==> config.mk <==
export PLATFORM = sky130hd
export DESIGN_NAME = hex_conv_arbiter
export DESIGN_NICKNAME = d
export VERILOG_FILES = /design/src/rtl/hex_conv_arbiter.sv
export SDC_FILE = /design/constraint.sdc
export NUM_CORES = 1
export LEC_CHECK = 0
export CORE_UTILIZATION = 49
export CTS_CLUSTER_DIAMETER = 40
export DETAILED_ROUTE_END_ITERATION = 10
export PLACE_DENSITY_LB_ADDON = 0.08
export SLEW_MARGIN = 20
export SYNTH_ARGS = -nofsm -noshare
export SYNTH_HDL_FRONTEND = slang
export SYNTH_SLANG_ARGS = --single-unit
==> constraint.sdc <==
create_clock -name clk -period 1.93 [get_ports clk]
set_clock_uncertainty 0.15 [all_clocks]
set_input_delay 0.2895 -clock clk [delete_from_list [all_inputs] [get_ports clk]]
set_output_delay 0.2895 -clock clk [all_outputs]
set_load 0.02 [all_outputs]
==> src/rtl/hex_conv_arbiter.sv <==
// hex_conv_arbiter: two requesters share one iterative binary-to-BCD/octal
// converter. A round-robin grant picks the operand. Double-dabble then runs
// one bit per clock, and the result is held under a valid/ready handshake.
module hex_conv_arbiter #(
    parameter int W      = 16,
    parameter int DIGITS = 5,
    localparam int OCT_W = 3 * ((W + 2) / 3)
) (
    input  logic                  clk,
    input  logic                  rst_n,
    input  logic [1:0]            req_valid,
    output logic [1:0]            req_ready,
    input  logic [W-1:0]          req_hex0,
    input  logic [W-1:0]          req_hex1,
    output logic                  rsp_valid,
    input  logic                  rsp_ready,
    output logic                  rsp_id,
    output logic [W-1:0]          rsp_bin,
    output logic [OCT_W-1:0]      rsp_oct,
    output logic [4*DIGITS-1:0]   rsp_bcd,
    output logic                  busy
);

    localparam int CNT_W = $clog2(W + 1);
    localparam int BCD_W = 4 * DIGITS;

    typedef enum logic [1:0] {
        S_IDLE,
        S_SHIFT,
        S_DONE
    } state_t;

    state_t             state_q, state_d;
    logic               ptr_q, ptr_d;          // requester favoured on a tie
    logic [CNT_W-1:0]   cnt_q, cnt_d;
    logic [W-1:0]       shift_q, shift_d;
    logic [BCD_W-1:0]   bcd_acc_q, bcd_acc_d;
    logic               rsp_valid_q, rsp_valid_d;
    logic               rsp_id_q, rsp_id_d;
    logic [W-1:0]       rsp_bin_q, rsp_bin_d;
    logic [OCT_W-1:0]   rsp_oct_q, rsp_oct_d;
    logic [BCD_W-1:0]   rsp_bcd_q, rsp_bcd_d;

    logic [BCD_W-1:0]   bcd_adj;
    logic [BCD_W-1:0]   bcd_next;
    logic               grant_valid;
    logic               grant_id;
    logic [W-1:0]       grant_hex;

    // Add-3 correction: any digit of 5 or more would overflow after doubling.
    generate
        for (genvar gi = 0; gi < DIGITS; gi++) begin : g_digit
            assign bcd_adj[gi*4 +: 4] = (bcd_acc_q[gi*4 +: 4] >= 4'd5)
                                      ? bcd_acc_q[gi*4 +: 4] + 4'd3
                                      : bcd_acc_q[gi*4 +: 4];
        end
    endgenerate

    // Corrected digits shift left; the operand MSB enters BCD bit 0.
    assign bcd_next = (bcd_adj << 1) | {{(BCD_W-1){1'b0}}, shift_q[W-1]};

    // Arbitration, handshakes and the conversion sequence.
    always_comb begin
        state_d     = state_q;
        ptr_d       = ptr_q;
        cnt_d       = cnt_q;
        shift_d     = shift_q;
        bcd_acc_d   = bcd_acc_q;
        rsp_valid_d = rsp_valid_q;
        rsp_id_d    = rsp_id_q;
        rsp_bin_d   = rsp_bin_q;
        rsp_oct_d   = rsp_oct_q;
        rsp_bcd_d   = rsp_bcd_q;
        req_ready   = 2'b00;
        grant_valid = 1'b0;
        grant_id    = 1'b0;
        grant_hex   = req_hex0;

        case (state_q)
            S_IDLE: begin
                grant_valid = |req_valid;
                // The pointer only matters on a tie; a lone requester always wins.
                grant_id    = (req_valid == 2'b11) ? ptr_q : req_valid[1];
                grant_hex   = grant_id ? req_hex1 : req_hex0;
                if (grant_valid) begin
                    req_ready = grant_id ? 2'b10 : 2'b01;
                    shift_d   = grant_hex;
                    rsp_bin_d = grant_hex;
                    rsp_oct_d = OCT_W'(grant_hex);
                    rsp_id_d  = grant_id;
                    bcd_acc_d = '0;
                    cnt_d     = '0;
                    ptr_d     = ~grant_id;
                    state_d   = S_SHIFT;
                end
            end
            S_SHIFT: begin
                bcd_acc_d = bcd_next;
                shift_d   = shift_q << 1;
                cnt_d     = cnt_q + 1'b1;
                if (cnt_q == CNT_W'(W - 1)) begin
                    rsp_bcd_d   = bcd_next;
                    rsp_valid_d = 1'b1;
                    state_d     = S_DONE;
                end
            end
            S_DONE: begin
                if (rsp_ready) begin
                    rsp_valid_d = 1'b0;
                    state_d     = S_IDLE;
                end
            end
            default: begin
                state_d = S_IDLE;
            end
        endcase
    end

    // State and output registers; reset also drops any in-flight result.
    always_ff @(posedge clk) begin
        if (!rst_n) begin
            state_q     <= S_IDLE;
            ptr_q       <= 1'b0;
            cnt_q       <= '0;
            shift_q     <= '0;
            bcd_acc_q   <= '0;
            rsp_valid_q <= 1'b0;
            rsp_id_q    <= 1'b0;
            rsp_bin_q   <= '0;
            rsp_oct_q   <= '0;
            rsp_bcd_q   <= '0;
        end else begin
            state_q     <= state_d;
            ptr_q       <= ptr_d;
            cnt_q       <= cnt_d;
            shift_q     <= shift_d;
            bcd_acc_q   <= bcd_acc_d;
            rsp_valid_q <= rsp_valid_d;
            rsp_id_q    <= rsp_id_d;
            rsp_bin_q   <= rsp_bin_d;
            rsp_oct_q   <= rsp_oct_d;
            rsp_bcd_q   <= rsp_bcd_d;
        end
    end

    assign rsp_valid = rsp_valid_q;
    assign rsp_id    = rsp_id_q;
    assign rsp_bin   = rsp_bin_q;
    assign rsp_oct   = rsp_oct_q;
    assign rsp_bcd   = rsp_bcd_q;
    assign busy      = (state_q != S_IDLE);

endmodule
==> parameters.txt, run 1 <==
Parameter                              Value

Critical path
  Peak per-stage delay on the critical path ... ~0.36 ns
  Highest net fanout along the worst path ... 3
  Worst Setup End Kind ... output port
  Cell with the biggest individual delay on the critical path ... sky130_fd_sc_hd__dfxtp_1
  Buffers plus inverters on the worst setup path ... 3
  CP top delay family ... buffers and inverters
  List of cells traversed by the critical path ... nor2_4 > inv_2 > buf_4 > dlygate4sd2_1
  Nature of the critical path startpoint ... register
  Data arrival, critical path ... between 1 and 1.5 ns
  Worst EP required ... about 1.5 ns
  Kind of critical path ... reg -> out

Layout
  Net count reported at finish ... 561
  Antenna cells ... 0
  Filler instances ... 627
  Area growth from synthesis to final layout ... 34.66%
  Share of final-layout standard cells stronger than drive strength 1 ... 0.1219
  Multi-input gate area in the final layout ... 1728 µm²
  Total area of sequential cells ... around 1600 µm²
  Most frequent standard cell in the layout excluding fill and tap cells ... sky130_fd_sc_hd__clkdlybuf4s50_1
  Most frequent cells in the layout ... 90 x sky130_fd_sc_hd__clkdlybuf4s50_1, 82 x sky130_fd_sc_hd__dfxtp_1, 56 x sky130_fd_sc_hd__a21oi_1, 48 x sky130_fd_sc_hd__o21ai_0, 28 x sky130_fd_sc_hd__buf_4

Route
  Ratio of routed vias to standard cells ... 5.373
  Detailed-routing wirelength on met1 ... 3779 µm
  Detailed Routing Iterations Pass 1 ... 4
  DRC ... 0
  WL/cell ... 14.12 µm
  Total met2 wirelength after detailed routing ... between 4000 and 5000 µm
  Highest metal layer with signal wires ... met4
  Routed length on met3 ... about 360 µm
  Total Routed Length ... about 8700 µm
  First DRT Iteration DRCs ... 86
  Number of routed nets with antenna violations ... 0
  Vias ... 3310

Clocking
  TritonCTS clock tree ... built
  Worst skew pair latency ... between 0.3 and 0.4 ns
  Cell at the root of the clock tree ... sky130_fd_sc_hd__clkbuf_8
  Buffer levels on the longest clock path ... 2
  Number of buffers created by CTS ... 9
  Number of sinks handled by clock tree synthesis ... between 80 and 90
  H-tree depth ... 3
  Worst-path clk slew ... 0.08 ns

Timing
  Final Cycle Share ... 0.9474
  Pins over their slew limit ... 0
  Fin crit period ... approximately 1.8 ns
  Highest Clock Rate ... 546.9 MHz
  Fin worst setup slack ... ~0.10 ns
  Unrepaired setup endpoints after global routing ... false
  Final hold vios ... 0
  Endpoints failing setup ... 0

Job
  Max Cap Violations ... 0

Place
  Global placer's final weighted congestion ... between 0.7 and 0.8
  Count of input and output buffers ... 93
  Post-placement setup slack ... -0.2262 ns
  Detailed-placement wirelength estimate ... approximately 6200 µm

Pwr
  Pwr Density ... a little under 800 nW/µm²
  Total Power ... approximately 4.0 mW
  Leakage power ... 1.850 nW
  Peak supply drop ... approximately 430 µV

Yosys
  Fraction of synthesis flops using an asynchronous set or reset pin ... 0
  Synthesized area divided by synthesized cell count ... just under 9 µm²
  Primary flip-flop cell chosen by synthesis mapping ... sky130_fd_sc_hd__dfxtp_1
  Number of distinct library cell variants in the gate-level netlist after synthesis ... 38
  Sequential element share of the synthesized area ... 0.4441
  Number of synthesized register bits ... 82
  Gate count of the mapped netlist ... 422
  Netlist Area Pre-Place ... 3696 µm²
  EDFF count, synth ... 0
  Warnings from Yosys ... 0

Floorplan
  Die extent in x ... between 80 and 90 µm
  # rows ... 31
  Die H ... about 90 µm
  Total Die Area ... just under 8000 µm²
  Core ar. ... 7253 µm²
  Initial Util ... 0.5096
  Number of I/O pins ... 96

Global route
  Global Route Usage Sum ... 0.2298
  Largest net degree at the start of global routing ... 22
  Total congestion overflow after global routing ... 0
  Global-route wire length before repair ... 13800 µm
  Number of global-route vias before repair ... about 3000
  Antenna violations before repair ... 0

Run status
  Status ... finished, final reports clean

Worst hold path
  Class of the most critical hold timing path ... reg -> reg
==> layout make-up <==
class,count,area share
inverter,15,0.01131
clock inverter,4,0.01961
tap,99,0.02489
clock buffer,12,0.03117
timing repair buffer,123,0.2360
multi-input combinational,281,0.3472
sequential,82,0.3298
==> power breakdown <==
group / switching (mW) / total [mW] / internal [mW]
sequential: 0.0494 / 1.81 / 1.76
clock: 0.610 / 1.54 / 0.931
combinational: 0.306 / 0.599 / 0.293
==> kinds of logic after synthesis <==
logic type / share of synthesized area
compound gates: 0.2329
simple gates: 0.1263
flops: 0.4441
buf+inv: 0.09478
mux: 0.04841
fa+ha+maj: 0.04062
xor+xnor: 0.01185
other cells: 0.001015
==> per-stage QoR <==
stage / TNS, ns / area (µm²) / hold slack, ns / instances / utilization
after floorplan: 0 / 3700 / 0.2915 / 423 / -
after global placement: -2.772 / 4711 / 0.3048 / 600 / 0.6495
after detailed placement: -4.927 / 4711 / 0.3116 / 600 / 0.6495
after CTS: 0 / 4960 / 0.3296 / 616 / 0.6838
after global routing: 0 / 4977 / 0.3568 / 616 / 0.6862
final: 0 / 4977 / 0.3246 / 616 / 0.6862
==> cells in the mapped netlist (2+ instances only) <==
master	instances	area share
sky130_fd_sc_hd__a21oi_1	57	0.077
sky130_fd_sc_hd__a22oi_1	25	0.051
sky130_fd_sc_hd__and2_1	3	0.0051
sky130_fd_sc_hd__buf_2	7	0.0095
sky130_fd_sc_hd__buf_4	21	0.043
sky130_fd_sc_hd__buf_6	5	0.015
sky130_fd_sc_hd__clkbuf_1	12	0.012
sky130_fd_sc_hd__dfxtp_1	82	0.44
sky130_fd_sc_hd__ha_1	12	0.041
sky130_fd_sc_hd__inv_1	13	0.013
sky130_fd_sc_hd__mux2_2	7	0.021
sky130_fd_sc_hd__mux2i_1	10	0.027
sky130_fd_sc_hd__nand2_1	28	0.028
sky130_fd_sc_hd__nand2b_1	6	0.010
sky130_fd_sc_hd__nand3_1	17	0.023
sky130_fd_sc_hd__nand4_1	2	0.0034
sky130_fd_sc_hd__nor2_1	18	0.018
sky130_fd_sc_hd__nor2_2	2	0.0034
sky130_fd_sc_hd__nor3_1	5	0.0068
sky130_fd_sc_hd__nor3b_1	8	0.016
sky130_fd_sc_hd__o21ai_0	49	0.066
sky130_fd_sc_hd__o21ai_1	5	0.0068
sky130_fd_sc_hd__o22ai_1	9	0.015
sky130_fd_sc_hd__xnor2_1	5	0.012
==> final timing paths <==
check,cells after the start,start,to,slack (ns)
hold / removal,2,rsp_bcd[6],rsp_bcd[6],0.32
setup / recovery,4,state_q[1],busy,0.10
hold reg to reg,2,rsp_bcd[6],rsp_bcd[6],0.32
setup reg to reg,7,cnt_q[0],rsp_bcd[4],0.11
==> state kept, by name, summed over array words and instances (netlist names) <==
register	flops
shift_q	16
rsp_bcd	20
rsp_id	1
bcd_acc_q	20
state_q	2
cnt_q	5
rsp_bin	16
ptr_q	1
rsp_valid	1
==> routing by layer <==
layer,up-vias,global-route usage
met1,1557,0.2754
met3,10,0.04571
li1,1656,-
met5,-,0
met2,87,0.4098
met4,0,0.07771
==> timing repair <==
action | CTS | global route
setup buffers | 0 | 0
setup endpoints to repair | 3 | 19
gates resized for setup | 3 | 9
endpoints found under the hold margin | 0 | 0
hold buffers | 0 | 0
==> worst register-to-register path: stages, from the launching register on <==
cell                      delay [ns]
sky130_fd_sc_hd__dfxtp_1        0.34
sky130_fd_sc_hd__ha_1           0.22
sky130_fd_sc_hd__and3_1         0.19
sky130_fd_sc_hd__ha_2           0.20
sky130_fd_sc_hd__and2_2         0.21
sky130_fd_sc_hd__buf_12         0.16
sky130_fd_sc_hd__o21ai_0        0.17
sky130_fd_sc_hd__a21oi_1        0.06
Note: power is estimated with default switching activity, not from simulation.
==> inputs of run 2 (changes only) <==
- RECOVER_POWER: unset -> 50
- SKIP_CTS_REPAIR_TIMING: unset -> 1
==> run 2 against run 1 <==
Wire length is 0.59% lower. Combinational power is 0.8% lower. Count of clock-buffer cells in the layout did not move. Worst setup slack improved by 0.0017 ns. Design area decreased by 0.23%. Clock power about the same. Maximum frequency is essentially flat. Worst hold slack lost 0.0061 ns. Highest routed layer unchanged. Sequential share of layout area increased by 0.075 points. Register-to-register slack barely moved. Global-route usage unchanged. Die area stayed put.
==> parameters.txt, run 2 (synthesized netlist as in run 1, its figures left out) <==
Parameter                              Value

Run status
  Status ... finished, final reports clean

Critical path
  Nature of the critical path startpoint ... primary input
  Capture point of the worst reg-to-reg path ... rsp_bcd[18]
  Worst EP required ... ~2 ns
  Highest net fanout along the worst path ... 10
  Critical register-to-register path startpoint ... cnt_q[0]
  Worst Setup End Kind ... register
  Data arrival, critical path ... ~1.9 ns
  Kind of critical path ... in -> reg
  Worst setup slack for register-to-register paths ... approximately 0.12 ns
  Worst R2R Path Depth ... 6

Global route
  Antenna violations before repair ... 0
  Total congestion overflow after global routing ... 0
  Global-route wire length before repair ... 13800 µm
  Largest net degree at the start of global routing ... 22
  Global Route Usage Sum ... 0.2298
  Number of global-route vias before repair ... approximately 3000

Timing
  Worst hold margin ... 0.3185 ns
  Highest Clock Rate ... around 550 MHz
  Fin crit period ... approximately 1.8 ns
  Pins over their slew limit ... 0
  Unrepaired setup endpoints after global routing ... false
  Endpoints failing setup ... 0
  Fin worst setup slack ... roughly 0.10 ns
  Summed negative setup slack over all endpoints ... 0 ns
  Final Cycle Share ... 0.9465
  Final hold vios ... 0

Worst hold path
  Class of the most critical hold timing path ... reg -> reg
  Worst hold start ... rsp_bcd[6]
  Hold Path Stages ... 2
  Worst-case hold path end point ... rsp_bcd[6]

Layout
  Most frequent cells in the layout ... 82 x sky130_fd_sc_hd__dfxtp_1, 69 x sky130_fd_sc_hd__clkdlybuf4s50_1, 56 x sky130_fd_sc_hd__a21oi_1, 48 x sky130_fd_sc_hd__o21ai_0, 27 x sky130_fd_sc_hd__nand2_1
  Filler instances ... ~630
  Share of final-layout standard cells stronger than drive strength 1 ... 0.1122
  Antenna cells ... 0
  Net count reported at finish ... ~560
  Post-Route Utilization ... 0.6847
  Area growth from synthesis to final layout ... 34.36%
  Post-layout instance count excluding filler cells ... slightly above 600
  Most frequent standard cell in the layout excluding fill and tap cells ... sky130_fd_sc_hd__dfxtp_1

Clocking
  Cell at the root of the clock tree ... sky130_fd_sc_hd__clkbuf_8
  Worst-path clk slew ... 0.08 ns
  TritonCTS clock tree ... built
  Number of sinks handled by clock tree synthesis ... slightly above 80
  Worst skew pair latency ... about 0.35 ns
  Number of buffers created by CTS ... 9
  Buffer levels on the longest clock path ... 2
  H-tree depth ... 3

Place
  Global placer's final weighted congestion ... between 0.7 and 0.8
  Post-placement setup slack ... -0.2262 ns
  Detailed-placement wirelength estimate ... ~6200 µm
  Count of input and output buffers ... 93
  Number of instances in the placed design ... 600

Floorplan
  Die extent in x ... approximately 90 µm
  Number of I/O pins ... between 90 and 100
  Core ar. ... 7253 µm²
  Initial Util ... 0.5096
  Total Die Area ... 7894 µm²
  Die H ... 88.85 µm
  # rows ... 31

Route
  Total Routed Length ... ~8600 µm
  First DRT Iteration DRCs ... 78
  Number of routed nets with antenna violations ... 0
  Detailed Routing Iterations Pass 1 ... 4
  Vias ... around 3300
  Ratio of routed vias to standard cells ... about 5.3
  DRC ... 0
  WL/cell ... roughly 14 µm

Pwr
  Pwr Density ... between 700 and 800 nW/µm²
  Peak supply drop ... approximately 430 µV
  Leakage power ... 1.940 nW

Job
  Max Cap Violations ... 0
[run 2: cell types whose count changed in the layout (fill, tap and decap cells not counted), sizes merged]
cell / before / now
buf: 30 / 22
clkbuf: 13 / 20
clkdlybuf4s15: 1 / 0
clkdlybuf4s50: 90 / 69
dlygate4sd2: 1 / 0
dlygate4sd3: 0 / 21
dlymetal6s2s: 0 / 3
[run 2: how the worst max path moves through the flow]
stage | endpoint | startpoint | slack [ns]
2_1_floorplan | state_q[1] | cnt_q[0] | 0.18
3_3_place_gp | req_ready[0] | req_valid[0] | -0.22
3_5_place_dp | req_ready[0] | req_valid[0] | -0.23
4_1_cts | req_ready[0] | state_q[1] | -0.27
5_1_grt | rsp_bcd[18] | cnt_q[0] | 0.004
6_report | shift_q[7] | req_valid[0] | 0.10
[run 2: final cells by class]
class                           count  area (µm²)  area share
Clock buffer                       12       155.1     0.03124
Timing Repair Buffer              123        1169      0.2353
Sequential cell                    82        1642      0.3306
Clock inverter                      4       97.59     0.01965
Inverter                           15       56.30     0.01134
Multi-Input combinational cell    281        1723      0.3469
Tap cell                           99       123.9     0.02494
[run 2: report_power, final]
part / leakage, nW / internal (mW) / switching, mW
Sequential: 0.668 / 1.76 / 0.0484
Combinational: 1.15 / 0.289 / 0.305
Clock: 0.123 / 0.931 / 0.608
Total: 1.94 / 2.98 / 0.962
[run 2: per-layer routing]
metal / wire length, µm / part of all wire / track usage
met1: 3813 / 0.44 / 0.2754
met2: 4400 / 0.51 / 0.4098
met3: 324 / 0.037 / 0.04571
met4: 104 / 0.012 / 0.07771
met5: 0 / 0 / 0
[run 2: metrics by stage]
stage / area, µm² / power, mW
3_3_place_gp: 4711 / 2.438
3_5_place_dp: 4711 / 2.450
5_1_grt: 4966 / 4.093
6_report: 4966 / 3.943
4_1_cts: 4964 / 3.973
2_1_floorplan: 3700 / 2.191
[run 2: worst max-delay path, stage by stage]
cell	delay (ns)
sky130_fd_sc_hd__clkdlybuf4s50_1	0.48
sky130_fd_sc_hd__inv_1	0.09
sky130_fd_sc_hd__clkbuf_4	0.14
sky130_fd_sc_hd__o21ai_1	0.13
sky130_fd_sc_hd__clkbuf_2	0.33
sky130_fd_sc_hd__mux2i_1	0.31
sky130_fd_sc_hd__o22ai_1	0.13
==> inputs of run 3 (changes only) <==
- CORE_UTILIZATION: 49 -> 50
- DONT_BUFFER_PORTS: unset -> 1
- GPL_TIMING_DRIVEN: unset -> 0
==> run 3 against run 2 <==
The flow now finishes with violations (negative hold slack, negative setup slack). Largest cell class unchanged. Wire length fell by 0.24%. Count of clock-buffer cells in the layout shrank 2. Maximum frequency down 7.5%. Design area fell by 18%. Total power decreased by 13%. Highest routed layer unchanged. Core utilization is 10 points lower. Combinational power is 34% lower.
==> parameters.txt, run 3 (synthesized netlist as in run 1, its figures left out) <==
Parameter                              Value

Place
  Count of input and output buffers ... 0
  Detailed-placement wirelength estimate ... around 6000 µm
  Post-placement setup slack ... -0.03423 ns
  Global placer's final weighted congestion ... about 0.83

Critical path
  Kind of critical path ... reg -> out
  Nature of the critical path startpoint ... register
  Worst setup slack for register-to-register paths ... ~0.06 ns
  List of cells traversed by the critical path ... buf_6 > nor2_4 > inv_4 > a211oi_4
  CP top delay family ... compound AO/OA/AOI/OAI gates
  Highest net fanout along the worst path ... 8
  Buffers plus inverters on the worst setup path ... 2
  Peak per-stage delay on the critical path ... 0.52 ns
  Worst EP required ... approximately 1.5 ns
  Worst Setup End Kind ... output port
  Cell with the biggest individual delay on the critical path ... sky130_fd_sc_hd__a211oi_4
  Data arrival, critical path ... around 1.5 ns

Clocking
  Number of buffers created by CTS ... 9
  Buffer levels on the longest clock path ... 2
  Cell at the root of the clock tree ... sky130_fd_sc_hd__clkbuf_8
  Worst skew pair latency ... between 0.3 and 0.4 ns
  Number of sinks handled by clock tree synthesis ... about 80
  Worst-path clk slew ... about 0.08 ns
  H-tree depth ... 3
  TritonCTS clock tree ... built

Pwr
  Pwr Density ... around 850 nW/µm²
  Switching share of power ... 0.2744
  Sequential power share ... 0.538
  Total Power ... between 3 and 4 mW
  Cell internal power dissipation ... ~2.5 mW
  Proportion of power drawn by combinational gates ... 0.114
  Peak supply drop ... 642.0 µV
  Leakage power ... ~1.5 nW
  Switching power summed over all nets ... ~950 µW
  Clock group share of total power ... 0.348

Floorplan
  # rows ... 30
  Die H ... approximately 90 µm
  Core ar. ... between 6000 and 7000 µm²
  Die extent in x ... between 80 and 90 µm
  Number of I/O pins ... 96
  Total Die Area ... around 7700 µm²
  Initial Util ... 0.5294

Timing
  Highest Clock Rate ... around 510 MHz
  Worst-Margin Slew ... around 0.63 ns
  Worst slew margin relative to its limit ... 0.5781
  Unrepaired setup endpoints after global routing ... true
  Endpoints failing setup ... 1
  Fin crit period ... around 2.0 ns
  Worst hold margin ... -0.006726 ns
  Final Cycle Share ... 1.023
  Final hold vios ... 1
  Pins over their slew limit ... 0
  Summed negative setup slack over all endpoints ... -0.04389 ns
  Fin worst setup slack ... -0.04389 ns

Layout
  Most frequent standard cell in the layout excluding fill and tap cells ... sky130_fd_sc_hd__dfxtp_1
  Antenna cells ... 0
  Filler instances ... 660
  Area growth from synthesis to final layout ... 9.648%
  Net count reported at finish ... around 490
  Share of final-layout standard cells stronger than drive strength 1 ... 0.1545
  Most frequent cells in the layout ... 78 x sky130_fd_sc_hd__dfxtp_1, 56 x sky130_fd_sc_hd__a21oi_1, 47 x sky130_fd_sc_hd__o21ai_0, 27 x sky130_fd_sc_hd__nand2_1, 25 x sky130_fd_sc_hd__a22oi_1

Global route
  Number of global-route vias before repair ... 2801
  Global Route Usage Sum ... 0.2345
  Global-route wire length before repair ... 13680 µm
  Largest net degree at the start of global routing ... 14
  Antenna violations before repair ... 0
  Total congestion overflow after global routing ... 0

Job
  Max Cap Violations ... 0

Worst hold path
  Class of the most critical hold timing path ... in -> reg

Route
  DRC ... 0
  Number of routed nets with antenna violations ... 0
  WL/cell ... ~16 µm
  Vias ... roughly 3000
  Ratio of routed vias to standard cells ... about 5.6
  Total Routed Length ... between 8000 and 9000 µm
  Detailed Routing Iterations Pass 1 ... 4
  First DRT Iteration DRCs ... roughly 130

Run status
  Violated checks ... negative hold slack, negative setup slack
  Status ... finished with violations
==> run 3: changes by cell type in the layout (fill, tap and decap cells not counted), moves of 3 or more <==
cell | before | now
sky130_fd_sc_hd__buf_2 | 0 | 6
sky130_fd_sc_hd__buf_6 | 0 | 6
sky130_fd_sc_hd__clkbuf_1 | 5 | 14
sky130_fd_sc_hd__clkdlybuf4s50_1 | 69 | 0
sky130_fd_sc_hd__clkinv_2 | 0 | 3
sky130_fd_sc_hd__dfxtp_1 | 82 | 78
sky130_fd_sc_hd__dfxtp_2 | 0 | 4
sky130_fd_sc_hd__dlygate4sd3_1 | 21 | 0
sky130_fd_sc_hd__dlymetal6s2s_1 | 3 | 0
==> run 3: area by class of cell <==
class / count / area, µm² / share of cell area
timing repair buffer: 3 / 22.52 / 0.005557
clock inverter: 5 / 53.80 / 0.01328
multi-input combinational: 281 / 1734 / 0.4279
sequential: 82 / 1647 / 0.4063
clock buffer: 10 / 127.6 / 0.03149
tap: 96 / 120.1 / 0.02964
buffer: 44 / 289.0 / 0.07132
inverter: 15 / 58.81 / 0.01451
==> run 3: stage by stage <==
step,util,area [µm²],std cells,hold slack [ns]
finish,0.5805,4053,536,-0.006726
global route,0.5805,4053,536,0.003714
CTS,0.5731,4001,534,-0.004269
detailed placement,0.5471,3820,519,0.3237
global placement,0.5471,3820,519,0.3112
floorplan,-,3700,423,0.2915
==> run 3: worst paths after layout <==
| kind | startpoint | end | cells past startpoint |
|---|---|---|---|
| worst max-delay path | state_q[0] | req_ready[0] | 4 |
| worst min-delay path | req_hex1[8] | rsp_bin[8] | 2 |
| worst max register to register | cnt_q[0] | state_q[1] | 8 |
| worst min register to register | shift_q[15] | rsp_bcd[0] | 2 |
==> run 3: metal layers <==
layer,global-route usage,vias to the layer above,wire [µm]
met5,0,-,0
met4,0.08495,0,82
met3,0.03770,7,445
met2,0.3756,76,4001
met1,0.3190,1425,4094
li1,-,1498,-
==> run 3: power by group through the flow <==
stage | clock network (mW) | registers [mW] | logic [mW]
after global placement | 0 | 1.89 | 0.376
after floorplan | 0 | 1.88 | 0.312
after detailed placement | 0 | 1.89 | 0.381
final | 1.20 | 1.85 | 0.393
after CTS | 1.22 | 1.85 | 0.383
after global routing | 1.29 | 1.86 | 0.433
